**src/rtl/pipe_stage_reg_if.sv**
```systemverilog
// Valid/ready stage-boundary bundle for pipe_stage_reg: upstream beat in, downstream beat out.
// The master side belongs to the surrounding pipeline; the slave side belongs to the stage register.
interface pipe_stage_reg_if #(
  parameter int DATA_W = 32,
  parameter int CTRL_W = 8
);
  logic              in_valid;
  logic              in_ready;
  logic [CTRL_W-1:0] in_ctrl;
  logic [DATA_W-1:0] in_data;
  logic              out_valid;
  logic              out_ready;
  logic [CTRL_W-1:0] out_ctrl;
  logic [DATA_W-1:0] out_data;

  modport master (
    output in_valid, in_ctrl, in_data, out_ready,
    input  in_ready, out_valid, out_ctrl, out_data
  );

  modport slave (
    input  in_valid, in_ctrl, in_data, out_ready,
    output in_ready, out_valid, out_ctrl, out_data
  );
endinterface

```
**src/rtl/pipe_stage_reg.sv**
```systemverilog
// Generic pipeline-stage register with valid/ready flow control, flush-to-bubble and stall counter.
// Define PIPE_REG_SKID_EN to add a skid entry that registers in_ready (no out_ready->in_ready path).
module pipe_stage_reg #(
  parameter int DATA_W = 32,
  parameter int CTRL_W = 8,
  parameter int CNT_W  = 16
) (
  input  logic              clk,
  input  logic              rst_n,
  input  logic              flush,
  pipe_stage_reg_if.slave   bus,
  output logic [1:0]        occupancy,
  output logic [CNT_W-1:0]  stall_cnt
);

  typedef enum logic [1:0] {
    ST_EMPTY = 2'd0,
    ST_BUSY  = 2'd1,
    ST_FULL  = 2'd2
  } state_t;

  state_t            r_state;
  logic              r_main_vld;
  logic [CTRL_W-1:0] r_main_ctrl;
  logic [DATA_W-1:0] r_main_data;
  logic [CNT_W-1:0]  r_stall_cnt;

`ifdef PIPE_REG_SKID_EN
  logic              r_skid_vld;
  logic [CTRL_W-1:0] r_skid_ctrl;
  logic [DATA_W-1:0] r_skid_data;
  logic              r_in_ready;

  // Stage FSM; in_ready is a flop that mirrors "skid entry free"
  always_ff @(posedge clk or negedge rst_n) begin
    if (!rst_n) begin
      r_state     <= ST_EMPTY;
      r_main_vld  <= 1'b0;
      r_main_ctrl <= {CTRL_W{1'b0}};
      r_main_data <= {DATA_W{1'b0}};
      r_skid_vld  <= 1'b0;
      r_skid_ctrl <= {CTRL_W{1'b0}};
      r_skid_data <= {DATA_W{1'b0}};
      r_in_ready  <= 1'b1;
    end else if (flush) begin
      r_state     <= ST_EMPTY;
      r_main_vld  <= 1'b0;
      r_main_ctrl <= {CTRL_W{1'b0}};
      r_skid_vld  <= 1'b0;
      r_skid_ctrl <= {CTRL_W{1'b0}};
      r_in_ready  <= 1'b1;
    end else begin
      case (r_state)
        ST_EMPTY: begin
          if (bus.in_valid) begin
            r_main_vld  <= 1'b1;
            r_main_ctrl <= bus.in_ctrl;
            r_main_data <= bus.in_data;
            r_state     <= ST_BUSY;
          end
        end
        ST_BUSY: begin
          if (bus.in_valid && bus.out_ready) begin
            r_main_ctrl <= bus.in_ctrl;
            r_main_data <= bus.in_data;
          end else if (bus.in_valid) begin
            r_skid_vld  <= 1'b1;
            r_skid_ctrl <= bus.in_ctrl;
            r_skid_data <= bus.in_data;
            r_in_ready  <= 1'b0;
            r_state     <= ST_FULL;
          end else if (bus.out_ready) begin
            r_main_vld  <= 1'b0;
            r_main_ctrl <= {CTRL_W{1'b0}};
            r_state     <= ST_EMPTY;
          end
        end
        ST_FULL: begin
          if (bus.out_ready) begin
            r_main_ctrl <= r_skid_ctrl;
            r_main_data <= r_skid_data;
            r_skid_vld  <= 1'b0;
            r_skid_ctrl <= {CTRL_W{1'b0}};
            r_in_ready  <= 1'b1;
            r_state     <= ST_BUSY;
          end
        end
        default: begin
          r_state     <= ST_EMPTY;
          r_main_vld  <= 1'b0;
          r_main_ctrl <= {CTRL_W{1'b0}};
          r_skid_vld  <= 1'b0;
          r_skid_ctrl <= {CTRL_W{1'b0}};
          r_in_ready  <= 1'b1;
        end
      endcase
    end
  end

  assign bus.in_ready = r_in_ready;
  assign occupancy    = {1'b0, r_main_vld} + {1'b0, r_skid_vld};
`else
  // Stage FSM without skid: a held beat blocks input until it is taken downstream
  always_ff @(posedge clk or negedge rst_n) begin
    if (!rst_n) begin
      r_state     <= ST_EMPTY;
      r_main_vld  <= 1'b0;
      r_main_ctrl <= {CTRL_W{1'b0}};
      r_main_data <= {DATA_W{1'b0}};
    end else if (flush) begin
      r_state     <= ST_EMPTY;
      r_main_vld  <= 1'b0;
      r_main_ctrl <= {CTRL_W{1'b0}};
    end else begin
      case (r_state)
        ST_EMPTY: begin
          if (bus.in_valid) begin
            r_main_vld  <= 1'b1;
            r_main_ctrl <= bus.in_ctrl;
            r_main_data <= bus.in_data;
            r_state     <= ST_BUSY;
          end
        end
        ST_BUSY: begin
          if (bus.out_ready && bus.in_valid) begin
            r_main_ctrl <= bus.in_ctrl;
            r_main_data <= bus.in_data;
          end else if (bus.out_ready) begin
            r_main_vld  <= 1'b0;
            r_main_ctrl <= {CTRL_W{1'b0}};
            r_state     <= ST_EMPTY;
          end
        end
        default: begin
          r_state     <= ST_EMPTY;
          r_main_vld  <= 1'b0;
          r_main_ctrl <= {CTRL_W{1'b0}};
        end
      endcase
    end
  end

  assign bus.in_ready = !r_main_vld || bus.out_ready;
  assign occupancy    = {1'b0, r_main_vld};
`endif

  // Saturating stall counter; survives flush, cleared only by reset
  always_ff @(posedge clk or negedge rst_n) begin
    if (!rst_n) begin
      r_stall_cnt <= {CNT_W{1'b0}};
    end else if (r_main_vld && !bus.out_ready && (r_stall_cnt != {CNT_W{1'b1}})) begin
      r_stall_cnt <= r_stall_cnt + {{(CNT_W-1){1'b0}}, 1'b1};
    end
  end

  assign bus.out_valid = r_main_vld;
  assign bus.out_ctrl  = r_main_ctrl & {CTRL_W{r_main_vld}};
  assign bus.out_data  = r_main_data;
  assign stall_cnt     = r_stall_cnt;

endmodule
```
**src/flat_wrapper.sv**
```systemverilog
// flat-port wrapper written by rule: the top's interface ports become plain ports
module pipe_stage_reg_flat 
#(
  parameter int DATA_W = 32,
  parameter int CTRL_W = 8,
  parameter int CNT_W  = 16
)
  (clk, rst_n, flush, occupancy, stall_cnt, bus_in_valid, bus_in_ctrl, bus_in_data, bus_out_ready, bus_in_ready, bus_out_valid, bus_out_ctrl, bus_out_data);
  pipe_stage_reg_if #(.DATA_W(DATA_W), .CTRL_W(CTRL_W)) bus_i ();
  input  logic clk;
  input  logic rst_n;
  input  logic flush;
  output logic [1:0] occupancy;
  output logic [CNT_W-1:0] stall_cnt;
  input wire logic [$bits(bus_i.in_valid)-1:0] bus_in_valid;
  input wire logic [$bits(bus_i.in_ctrl)-1:0] bus_in_ctrl;
  input wire logic [$bits(bus_i.in_data)-1:0] bus_in_data;
  input wire logic [$bits(bus_i.out_ready)-1:0] bus_out_ready;
  output wire logic [$bits(bus_i.in_ready)-1:0] bus_in_ready;
  output wire logic [$bits(bus_i.out_valid)-1:0] bus_out_valid;
  output wire logic [$bits(bus_i.out_ctrl)-1:0] bus_out_ctrl;
  output wire logic [$bits(bus_i.out_data)-1:0] bus_out_data;
  assign bus_i.in_valid = bus_in_valid;
  assign bus_i.in_ctrl = bus_in_ctrl;
  assign bus_i.in_data = bus_in_data;
  assign bus_i.out_ready = bus_out_ready;
  assign bus_in_ready = bus_i.in_ready;
  assign bus_out_valid = bus_i.out_valid;
  assign bus_out_ctrl = bus_i.out_ctrl;
  assign bus_out_data = bus_i.out_data;
  pipe_stage_reg #(.DATA_W(DATA_W), .CTRL_W(CTRL_W), .CNT_W(CNT_W)) u_core (.clk(clk), .rst_n(rst_n), .flush(flush), .bus(bus_i), .occupancy(occupancy), .stall_cnt(stall_cnt));
endmodule
```
**config.mk**
```make
export PLATFORM = sky130hd
export DESIGN_NAME = pipe_stage_reg_flat
export DESIGN_NICKNAME = d
export VERILOG_FILES = /design/src/rtl/pipe_stage_reg_if.sv /design/src/rtl/pipe_stage_reg.sv /design/src/flat_wrapper.sv
export SDC_FILE = /design/constraint.sdc
export NUM_CORES = 1
export LEC_CHECK = 0
export ABC_CLOCK_PERIOD_IN_PS = 2600
export BUFFER_PORTS_ARGS = -buffer_cell sky130_fd_sc_hd__buf_4
export CAP_MARGIN = 20
export CORE_MARGIN = 4
export CORE_UTILIZATION = 33
export DETAILED_ROUTE_END_ITERATION = 12
export PLACE_DENSITY = 0.6
export SLEW_MARGIN = 20
export SYNTH_ARGS = -nofsm -noshare
export SYNTH_HDL_FRONTEND = slang
export SYNTH_SLANG_ARGS = --single-unit
```
**constraint.sdc**
```tcl
create_clock -name clk -period 2.6 [get_ports clk]
set_input_delay 0 -clock clk [delete_from_list [all_inputs] [get_ports clk]]
set_output_delay 0 -clock clk [all_outputs]
set_load 0.05 [all_outputs]
```
==> metrics, run 1 <==
CP cell instances=and2b_1 -> inv_2 -> or3_4 -> nor2_2 -> mux2_1; Critical Path Start Type=flip-flop; gpl congestion=0.717; RSZ-0062 raised after global routing=false; post-synthesis average cell area=13.5 um^2; ANT nets after route=0; grt total ovfl=0; Final Cell Area=3920 um^2; total global routing track utilization=0.145; CTS Buf Count=9; Tmin final=1.98 ns; width of the die=93.5 um; met3 Use GR=0.0418; Final #Nets=377; Initial Utilization=0.347; met2 Usage GRT=0.212; I/O Buffers=103; Fin Setup TNS=0 ns; GRT busiest layer=met2; placed insts=373; Antenna Cells=0; share of the synthesized area in the top cell type=0.592; Final Max Slew Viols=0; final core utilization=0.565; Max-Cap Viols=0; vias per std cell=4.55; largest cells by area after synthesis=dfrtp_1, mux2_2, a22o_1, xor2_1, and2_1; first-pass GRT wire length=9850 um; CTS tree=built; 1st-pass router iterations=4; Pleak=1.89 nW; die height=93.5 um; Worst-Skew Late Latency=0.33 ns; PD cells=772 nW/um^2; Area Overhead vs Synth=62.8%; Min-Delay Path Class=input port to flip-flop; routed len/inst=14.2 um; critical path's top delay family=simple AND/OR/NAND/NOR gates; Clock Tree Buf Depth=2; Critical Path End Type=flip-flop; grt met1 use=0.197; area occupied by multi-input gates=940 um^2; post-placement cell area=3280 um^2; period utilization=0.763; worst setup margin=0.616 ns; Post-Syn Nets=225; Crit Path Class=flip-flop to flip-flop; #FFs+latches synth=57; Fin Hold WS=0.232 ns; Reg area=1430 um^2; max frequency=504 MHz; sequential area share after synthesis=0.592; detailed placement HPWL=4050 um; Most used DFF post-synth=dfrtp_1; core area=6940 um^2; H-Tree Depth=3; Mapped Area=2410 um^2; worst path required time=2.81 ns; worst rel slew slack=0.520; die area=8730 um^2; io pins=105; buffers and inverters on the worst path=1; final setup fails=0; initial antenna violation count=0; number of global-route vias before repair=2,011; Hold Fails Final Rpt=0; final WL=6120 um; Cell variety after synth=37; number of DRC markers in iteration 0=33; DRC=0; total power=3.03 mW; Root Driver=clkbuf_8; clock skew=0.00599 ns; Worst Max-Slew Pin Slew=0.720 ns; Clock Sinks=57; Crit Path Max Fanout=12; EDFF count, synth=0; DR vias=1,965; CP peak stage delay=0.54 ns; post-synth top area cell=dfrtp_1; Non-Filler Instances=432; worst IR drop on VDD=0.000987 V; largest net degree at the start of global routing=58; cell count after synthesis=179; asr flop ratio synth=1.00; outcome=finished clean; DP Worst Slack=0.617 ns; Site Rows=30; CP Data Arrival Time=2.19 ns; share of layout cells above drive strength 1=0.476; critical path's slowest cell=dfrtp_1; clock-pin slew on the worst setup and hold paths=0.07 ns; Gates resized, CTS repair=0; Fill cells=586; Synth warnings=0
cells by family after synthesis:
kind of cell    share of synthesized area
compound gates                     0.0530
xor+xnor                           0.0327
fa+ha+maj                         0.00519
buf+inv                            0.0208
flops                               0.592
mux                                 0.169
other cells                       0.00156
simple gates                        0.126
cells in the mapped netlist (2+ instances only):
master,count
a21oi_1,4
a22o_1,8
a31oi_1,3
and2_1,8
and3_1,2
buf_2,4
buf_4,3
dfrtp_1,57
mux2_1,2
mux2_2,32
nand2_1,5
nand3_1,5
nand4_1,3
nor2_1,7
nor3_1,4
nor4_1,3
o21ai_0,2
xor2_1,8
cell type report:
cell class / instances / area share
well taps: 96 / 0.0306
clock buffers: 10 / 0.0325
repair buffers: 148 / 0.311
flip-flops and latches: 57 / 0.364
inverters: 2 / 0.00191
multi-input cells: 113 / 0.240
clock inverters: 6 / 0.0211
flip-flops by register name (all words and copies together) (netlist names):
signal	flops
u_core.r_state	1
u_core.stall_cnt	16
u_core.r_main_ctrl	8
u_core.bus.out_data	32
worst paths after layout:
kind	from	end	slack, ns	cells past startpoint
setup reg to reg	u_core.r_state[0]	u_core.stall_cnt[10]	0.62	5
max in group asynchronous	rst_n	u_core.r_state[0]	1.86	2
hold / removal	bus_in_valid	u_core.r_main_ctrl[2]	0.23	5
min in group asynchronous	rst_n	u_core.bus.out_data[11]	0.25	2
hold reg to reg	u_core.r_main_ctrl[7]	u_core.r_main_ctrl[7]	0.49	1
setup / recovery	u_core.r_state[0]	u_core.stall_cnt[10]	0.62	5
tightest hold or removal path, delay by kind of cell:
kind | cells | cell delay [ns]
buffers and inverters | 1 | 0.09
AO/OA/AOI/OAI | 1 | 0.20
AND/OR/NAND/NOR | 3 | 0.24
metal layers:
layer  share of wire  wire [um]
met1            0.45       2740
met2            0.44       2680
met3           0.098        600
met4           0.015         92
met5               0          0
placed cells by master, fill, tap and decap left out, drive strengths merged:
master       instances
xor2                 8
inv                  2
dlygate4sd3         43
nor2b                1
and4                 1
nand4                4
clkinv               3
o311ai               1
and2b                1
nand2                5
conb                 1
nor3                 4
or3                  1
mux2                35
clkbuf              10
and3                 2
mux2i                1
nor2                 8
nand3                5
bufinv               2
a21oi                4
buf                105
a31oi                3
nor3b                2
or2                  1
dfrtp               57
a22o                 8
clkinvlp             1
and2                 8
ha                   1
xnor2                1
nor4                 5
o21ai                2
where the power goes:
| part | total (mW) | internal [mW] | switching (mW) |
|---|---|---|---|
| Clock | 0.890 | 0.535 | 0.355 |
| Combinational | 1.01 | 0.368 | 0.643 |
| Sequential | 1.13 | 1.02 | 0.109 |
what timing repair did:
action                    4_1_cts  5_1_grt
hold buffers                   43        0
setup buffers                   0        0
hold endpoints to repair       98        0
Power figures use the tool's default switching activity.
==> run 2: changes to the inputs <==
--- a/config.mk
+++ b/config.mk
@@ -5,13 +5,13 @@
 export SDC_FILE = /design/constraint.sdc
 export NUM_CORES = 1
 export LEC_CHECK = 0
-export ABC_CLOCK_PERIOD_IN_PS = 2600
+export ABC_CLOCK_PERIOD_IN_PS = 1750
 export BUFFER_PORTS_ARGS = -buffer_cell sky130_fd_sc_hd__buf_4
 export CAP_MARGIN = 20
 export CORE_MARGIN = 4
 export CORE_UTILIZATION = 33
 export DETAILED_ROUTE_END_ITERATION = 12
-export PLACE_DENSITY = 0.6
+export PLACE_DENSITY = 0.62
 export SLEW_MARGIN = 20
 export SYNTH_ARGS = -nofsm -noshare
 export SYNTH_HDL_FRONTEND = slang
==> constraint.sdc (replaced) <==
create_clock -name clk -period 1.75 [get_ports clk]
set_input_delay 0 -clock clk [delete_from_list [all_inputs] [get_ports clk]]
set_output_delay 0 -clock clk [all_outputs]
set_load 0.05 [all_outputs]
==> metrics, run 2 (synthesis gave the netlist of run 1 again) <==
Site Rows=30 (unchanged); CTS Buf Count=9 (unchanged); initial antenna violation count=0 (unchanged); Tmin final=1.64 ns (-0.343 ns); Post-CTS Setup Bufs=0 (unchanged); Pleak=1.90 nW (+0.62%); DR vias=1,999 (+1.7%); total power=4.58 mW (+51%); Max-Cap Viols=0 (unchanged); first-pass GRT wire length=10,500 um (+6.1%); final setup fails=0 (unchanged); placed insts=376 (+0.80%); Crit Path Class=flip-flop to flip-flop; worst IR drop on VDD=0.000980 V (-0.72%); total global routing track utilization=0.151 (+0.00580); period utilization=0.938 (+0.175); worst setup margin=0.109 ns (-0.507 ns); Fin Hold WS=0.259 ns (+0.0275 ns); Fill cells=608 (+3.8%); detailed placement HPWL=3990 um (-1.5%); Final Cell Area=4020 um^2 (+2.6%); max frequency=609 MHz (+21%); Antenna Cells=0 (unchanged); gpl congestion=0.738 (+3.0%); Crit Path Max Fanout=5 (-7); ANT nets after route=0 (unchanged); 1st-pass router iterations=4 (unchanged); worst rel slew slack=0.525 (+0.00573); die height=93.5 um (unchanged); clock-pin slew on the worst setup and hold paths=0.07 ns (about the same); width of the die=93.5 um (unchanged); core area=6940 um^2 (unchanged); I/O Buffers=103 (unchanged); RSZ-0062 raised after global routing=false; CP Data Arrival Time=1.85 ns (-0.34 ns); Hold Fails Final Rpt=0 (unchanged); commonest non-fill, non-tap cell in the layout=buf_4; final core utilization=0.579 (+0.0144); number of DRC markers in iteration 0=32 (-3.0%); CTS tree=built; io pins=105 (unchanged); Initial Utilization=0.347 (unchanged); Min-Delay Path Class=input port to asynchronous set/reset pin; most frequent cells in the layout=buf_4, dfrtp_1, dlygate4sd3_1; Largest register FFs=32 (unchanged); Final #Nets=380 (+0.80%); Clock Tree Buf Depth=2 (unchanged); Root Driver=clkbuf_8; Final Max Slew Viols=0 (unchanged); grt total ovfl=0 (unchanged); routed len/inst=14.1 um (-0.56%); Critical Path Start Type=flip-flop; DP Worst Slack=0.0713 ns (-0.546 ns); clock skew=0.00943 ns (+0.00344 ns); number of global-route vias before repair=2,136 (+6.2%); H-Tree Depth=3 (unchanged); share of layout cells above drive strength 1=0.528 (+0.0518); PD cells=1140 nW/um^2 (+48%); Clock Sinks=57 (unchanged); largest net degree at the start of global routing=58 (unchanged); Worst Max-Slew Pin Slew=0.712 ns (-0.00859 ns); Non-Filler Instances=435 (+0.69%); post-placement cell area=3370 um^2 (+2.8%); die area=8730 um^2 (unchanged); worst path required time=1.96 ns (-0.85 ns); Reg area=1440 um^2 (+1.1%); final WL=6130 um (+0.13%); Worst-Skew Late Latency=0.33 ns (about the same); Fin Setup TNS=0 ns (unchanged); outcome=finished clean; vias per std cell=4.60 (+1.0%); Critical Path End Type=flip-flop; area occupied by multi-input gates=975 um^2 (+3.7%); DRC=0 (unchanged); Area Overhead vs Synth=66.9%
[run 2: cell count changes in the layout (fill, tap and decap cells not counted), sizes merged]
| cell | previous run | this run |
|---|---|---|
| clkinvlp | 1 | 0 |
| buf | 105 | 108 |
| clkbuf | 10 | 14 |
| bufinv | 2 | 1 |
| clkinv | 3 | 1 |
[run 2: final cells by class]
| class | count | share of cell area |
|---|---|---|
| sequential | 57 | 0.358 |
| timing repair buffer | 151 | 0.312 |
| multi-input combinational | 113 | 0.242 |
| clock buffer | 14 | 0.0454 |
| tap | 96 | 0.0299 |
| clock inverter | 2 | 0.00871 |
| inverter | 2 | 0.00373 |
[run 2: final timing paths]
| kind | from | slack, ns | endpoint | cells past startpoint |
|---|---|---|---|---|
| setup / recovery | u_core.stall_cnt[0] | 0.11 | u_core.stall_cnt[10] | 5 |
| hold / removal | rst_n | 0.26 | u_core.bus.out_data[25] | 2 |
| setup reg to reg | u_core.stall_cnt[0] | 0.11 | u_core.stall_cnt[10] | 5 |
| hold reg to reg | u_core.r_main_ctrl[4] | 0.49 | u_core.r_main_ctrl[4] | 1 |
| max in group asynchronous | rst_n | 0.96 | u_core.r_state[0] | 2 |
| min in group clk | bus_in_valid | 0.27 | u_core.r_main_ctrl[3] | 5 |
[run 2: report_power, final]
part | internal [mW] | total [mW] | switching [mW]
Sequential | 1.53 | 1.70 | 0.169
Clock | 0.812 | 1.31 | 0.496
Combinational | 0.596 | 1.58 | 0.982
[run 2: what timing repair did]
item / 4_1_cts / 5_1_grt
hold endpoints to repair: 98 / 0
hold buffers: 43 / 0
endpoints found under the setup margin: 0 / 4
resized for setup: 0 / 1
[run 2: critical path: stages, from the launching register on]
cell	delay, ns
dfrtp_2	0.42
ha_4	0.17
nand3_4	0.10
or3_4	0.43
nor2_4	0.11
mux2_4	0.29
[run 2: layer usage]
layer,share of wire,vias up,GRT usage
li1,-,958,-
met1,0.41,962,0.186
met2,0.49,71,0.246
met3,0.079,8,0.0418
met4,0.017,0,0.0659
met5,0,-,0
==> run 3: changes to the inputs <==
--- a/config.mk
+++ b/config.mk
@@ -11,7 +11,9 @@
 export CORE_MARGIN = 4
 export CORE_UTILIZATION = 33
 export DETAILED_ROUTE_END_ITERATION = 12
+export GPL_TIMING_DRIVEN = 1
 export PLACE_DENSITY = 0.62
+export RECOVER_POWER = 25
 export SLEW_MARGIN = 20
 export SYNTH_ARGS = -nofsm -noshare
 export SYNTH_HDL_FRONTEND = slang
==> metrics, run 3 (synthesis gave the netlist of run 1 again) <==
outcome=finished clean; width of the die=93.5 um (unchanged); clock skew=0.00935 ns (-0.0000885 ns); ANT nets after route=0 (unchanged); DRC=0 (unchanged); CP Data Arrival Time=1.85 ns (about the same); grt total ovfl=0 (unchanged); Comb power frac=0.340 (-0.004); Final #Nets=380 (unchanged); Clock Sinks=57 (unchanged); Final Cell Area=3990 um^2 (-0.90%); worst path required time=1.96 ns (about the same); Tmin final=1.64 ns (unchanged); share of layout cells above drive strength 1=0.501 (-0.0265); DR vias=2,001 (+0.10%); final WL=6150 um (+0.34%); number of DRC markers in iteration 0=32 (unchanged); Critical Path Start Type=flip-flop; Worst-Skew Late Latency=0.33 ns (about the same); Worst Max-Slew Pin Slew=1.25 ns (+0.534 ns); Critical Path End Type=flip-flop; period utilization=0.938 (unchanged); Switch Pwr=1.65 mW (about the same); most frequent cells in the layout=buf_4, dfrtp_1, dlygate4sd3_1; worst IR drop on VDD=0.000980 V (about the same); Area Overhead vs Synth=65.4%; RSZ-0062 raised after global routing=false; 1st-pass router iterations=4 (unchanged); Fin Hold WS=0.270 ns (+0.0101 ns); H-Tree Depth=3 (unchanged); Site Rows=30 (unchanged); clock network fraction of design power=0.287 (+0.002); number of global-route vias before repair=2,136 (unchanged); max frequency=609 MHz (unchanged); commonest non-fill, non-tap cell in the layout=buf_4; Hold Fails Final Rpt=0 (unchanged); vias per std cell=4.60 (+0.10%); Root Driver=clkbuf_8; gpl congestion=0.738 (unchanged); Fill cells=619 (+1.8%); Crit Path Class=flip-flop to flip-flop; worst rel slew slack=0.170 (-0.356); I/O Buffers=103 (unchanged); Min-Delay Path Class=input port to flip-flop; routed len/inst=14.1 um (+0.34%); core area=6940 um^2 (unchanged); Initial Utilization=0.347 (unchanged); total power=4.55 mW (-0.69%); largest net degree at the start of global routing=58 (unchanged); Final Max Slew Viols=0 (unchanged); die area=8730 um^2 (unchanged); total global routing track utilization=0.151 (unchanged); internal power consumption=2.90 mW (-1.1%); Clock Tree Buf Depth=2 (unchanged); initial antenna violation count=0 (unchanged); first-pass GRT wire length=10,500 um (unchanged); CTS Buf Count=9 (unchanged); sequential share of power=0.373 (+0.003); final setup fails=0 (unchanged); io pins=105 (unchanged); Pleak=1.87 nW (-1.8%); die height=93.5 um (unchanged); Crit Path Max Fanout=5 (unchanged); Largest register FFs=32 (unchanged); clock-pin slew on the worst setup and hold paths=0.06 ns (about the same); detailed placement HPWL=3990 um (unchanged); PD cells=1140 nW/um^2 (+0.21%); Max-Cap Viols=0 (unchanged); Antenna Cells=0 (unchanged); post-placement cell area=3370 um^2 (unchanged); Sw Ratio=0.362 (+0.00267); CTS tree=built
-- run 3: cell types whose count changed in the layout (fill, tap and decap cells not counted) --
| cell | before | now |
|---|---|---|
| clkbuf_1 | 1 | 10 |
| buf_4 | 107 | 97 |
| buf_2 | 0 | 1 |
-- run 3: what timing repair did --
| item | CTS | global route |
|---|---|---|
| buffers inserted | 0 | 0 |
| hold endpoints to repair | 98 | 0 |
| hold buffers | 43 | 0 |
| gates resized for setup | 0 | 1 |
| setup endpoints to repair | 0 | 4 |
-- run 3: path summary, 6_finish.rpt --
| check | to | slack (ns) | depth (start not counted) | from |
|---|---|---|---|---|
| min in group asynchronous | u_core.bus.out_data[25] | 0.48 | 2 | rst_n |
| max in group asynchronous | u_core.r_state[0] | 0.41 | 2 | rst_n |
| min | u_core.r_main_ctrl[3] | 0.27 | 5 | bus_in_valid |
| max reg2reg | u_core.stall_cnt[10] | 0.11 | 5 | u_core.stall_cnt[0] |
| max | u_core.stall_cnt[10] | 0.11 | 5 | u_core.stall_cnt[0] |
| min reg2reg | u_core.r_main_ctrl[4] | 0.49 | 1 | u_core.r_main_ctrl[4] |
-- run 3: power groups by stage --
stage          clock, mW  combinational [mW]  sequential (mW)
2_1_floorplan          0               0.323             2.37
3_3_place_gp           0                1.49             1.71
3_5_place_dp           0                1.51             1.72
4_1_cts             1.36                1.59             1.69
5_1_grt             1.43                1.65             1.72
6_report            1.31                1.55             1.70
-- run 3: per-stage QoR --
stage          TNS, ns  setup WS [ns]   util  instances
4_1_cts              0         0.0717  0.579        435
3_5_place_dp         0         0.0713  0.486        376
5_1_grt              0         0.0146  0.574        435
6_report             0          0.109  0.574        435
2_1_floorplan   -0.528        -0.0621      -        179
3_3_place_gp         0          0.108  0.486        376
-- run 3: final cells by class --
cell class / count / area (um^2) / area share
Timing Repair Buffer: 151 / 1220 / 0.305
Clock inverter: 2 / 35.0 / 0.00879
Inverter: 2 / 15.0 / 0.00377
Tap cell: 96 / 120 / 0.0301
Sequential cell: 57 / 1440 / 0.362
Clock buffer: 14 / 183 / 0.0458
Multi-Input combinational cell: 113 / 975 / 0.245
-- run 3: layer usage --
metal,GRT usage,up-vias,part of all wire
met5,0,-,0
met4,0.0659,0,0.017
met3,0.0418,8,0.075
met2,0.246,71,0.49
met1,0.186,964,0.42
li1,-,958,-
-- run 3: critical path, cell delays in order (launching register included) --
cell     delay [ns]
dfrtp_2        0.42
ha_4           0.17
nand3_4        0.10
or3_4          0.43
nor2_4         0.11
mux2_4         0.29
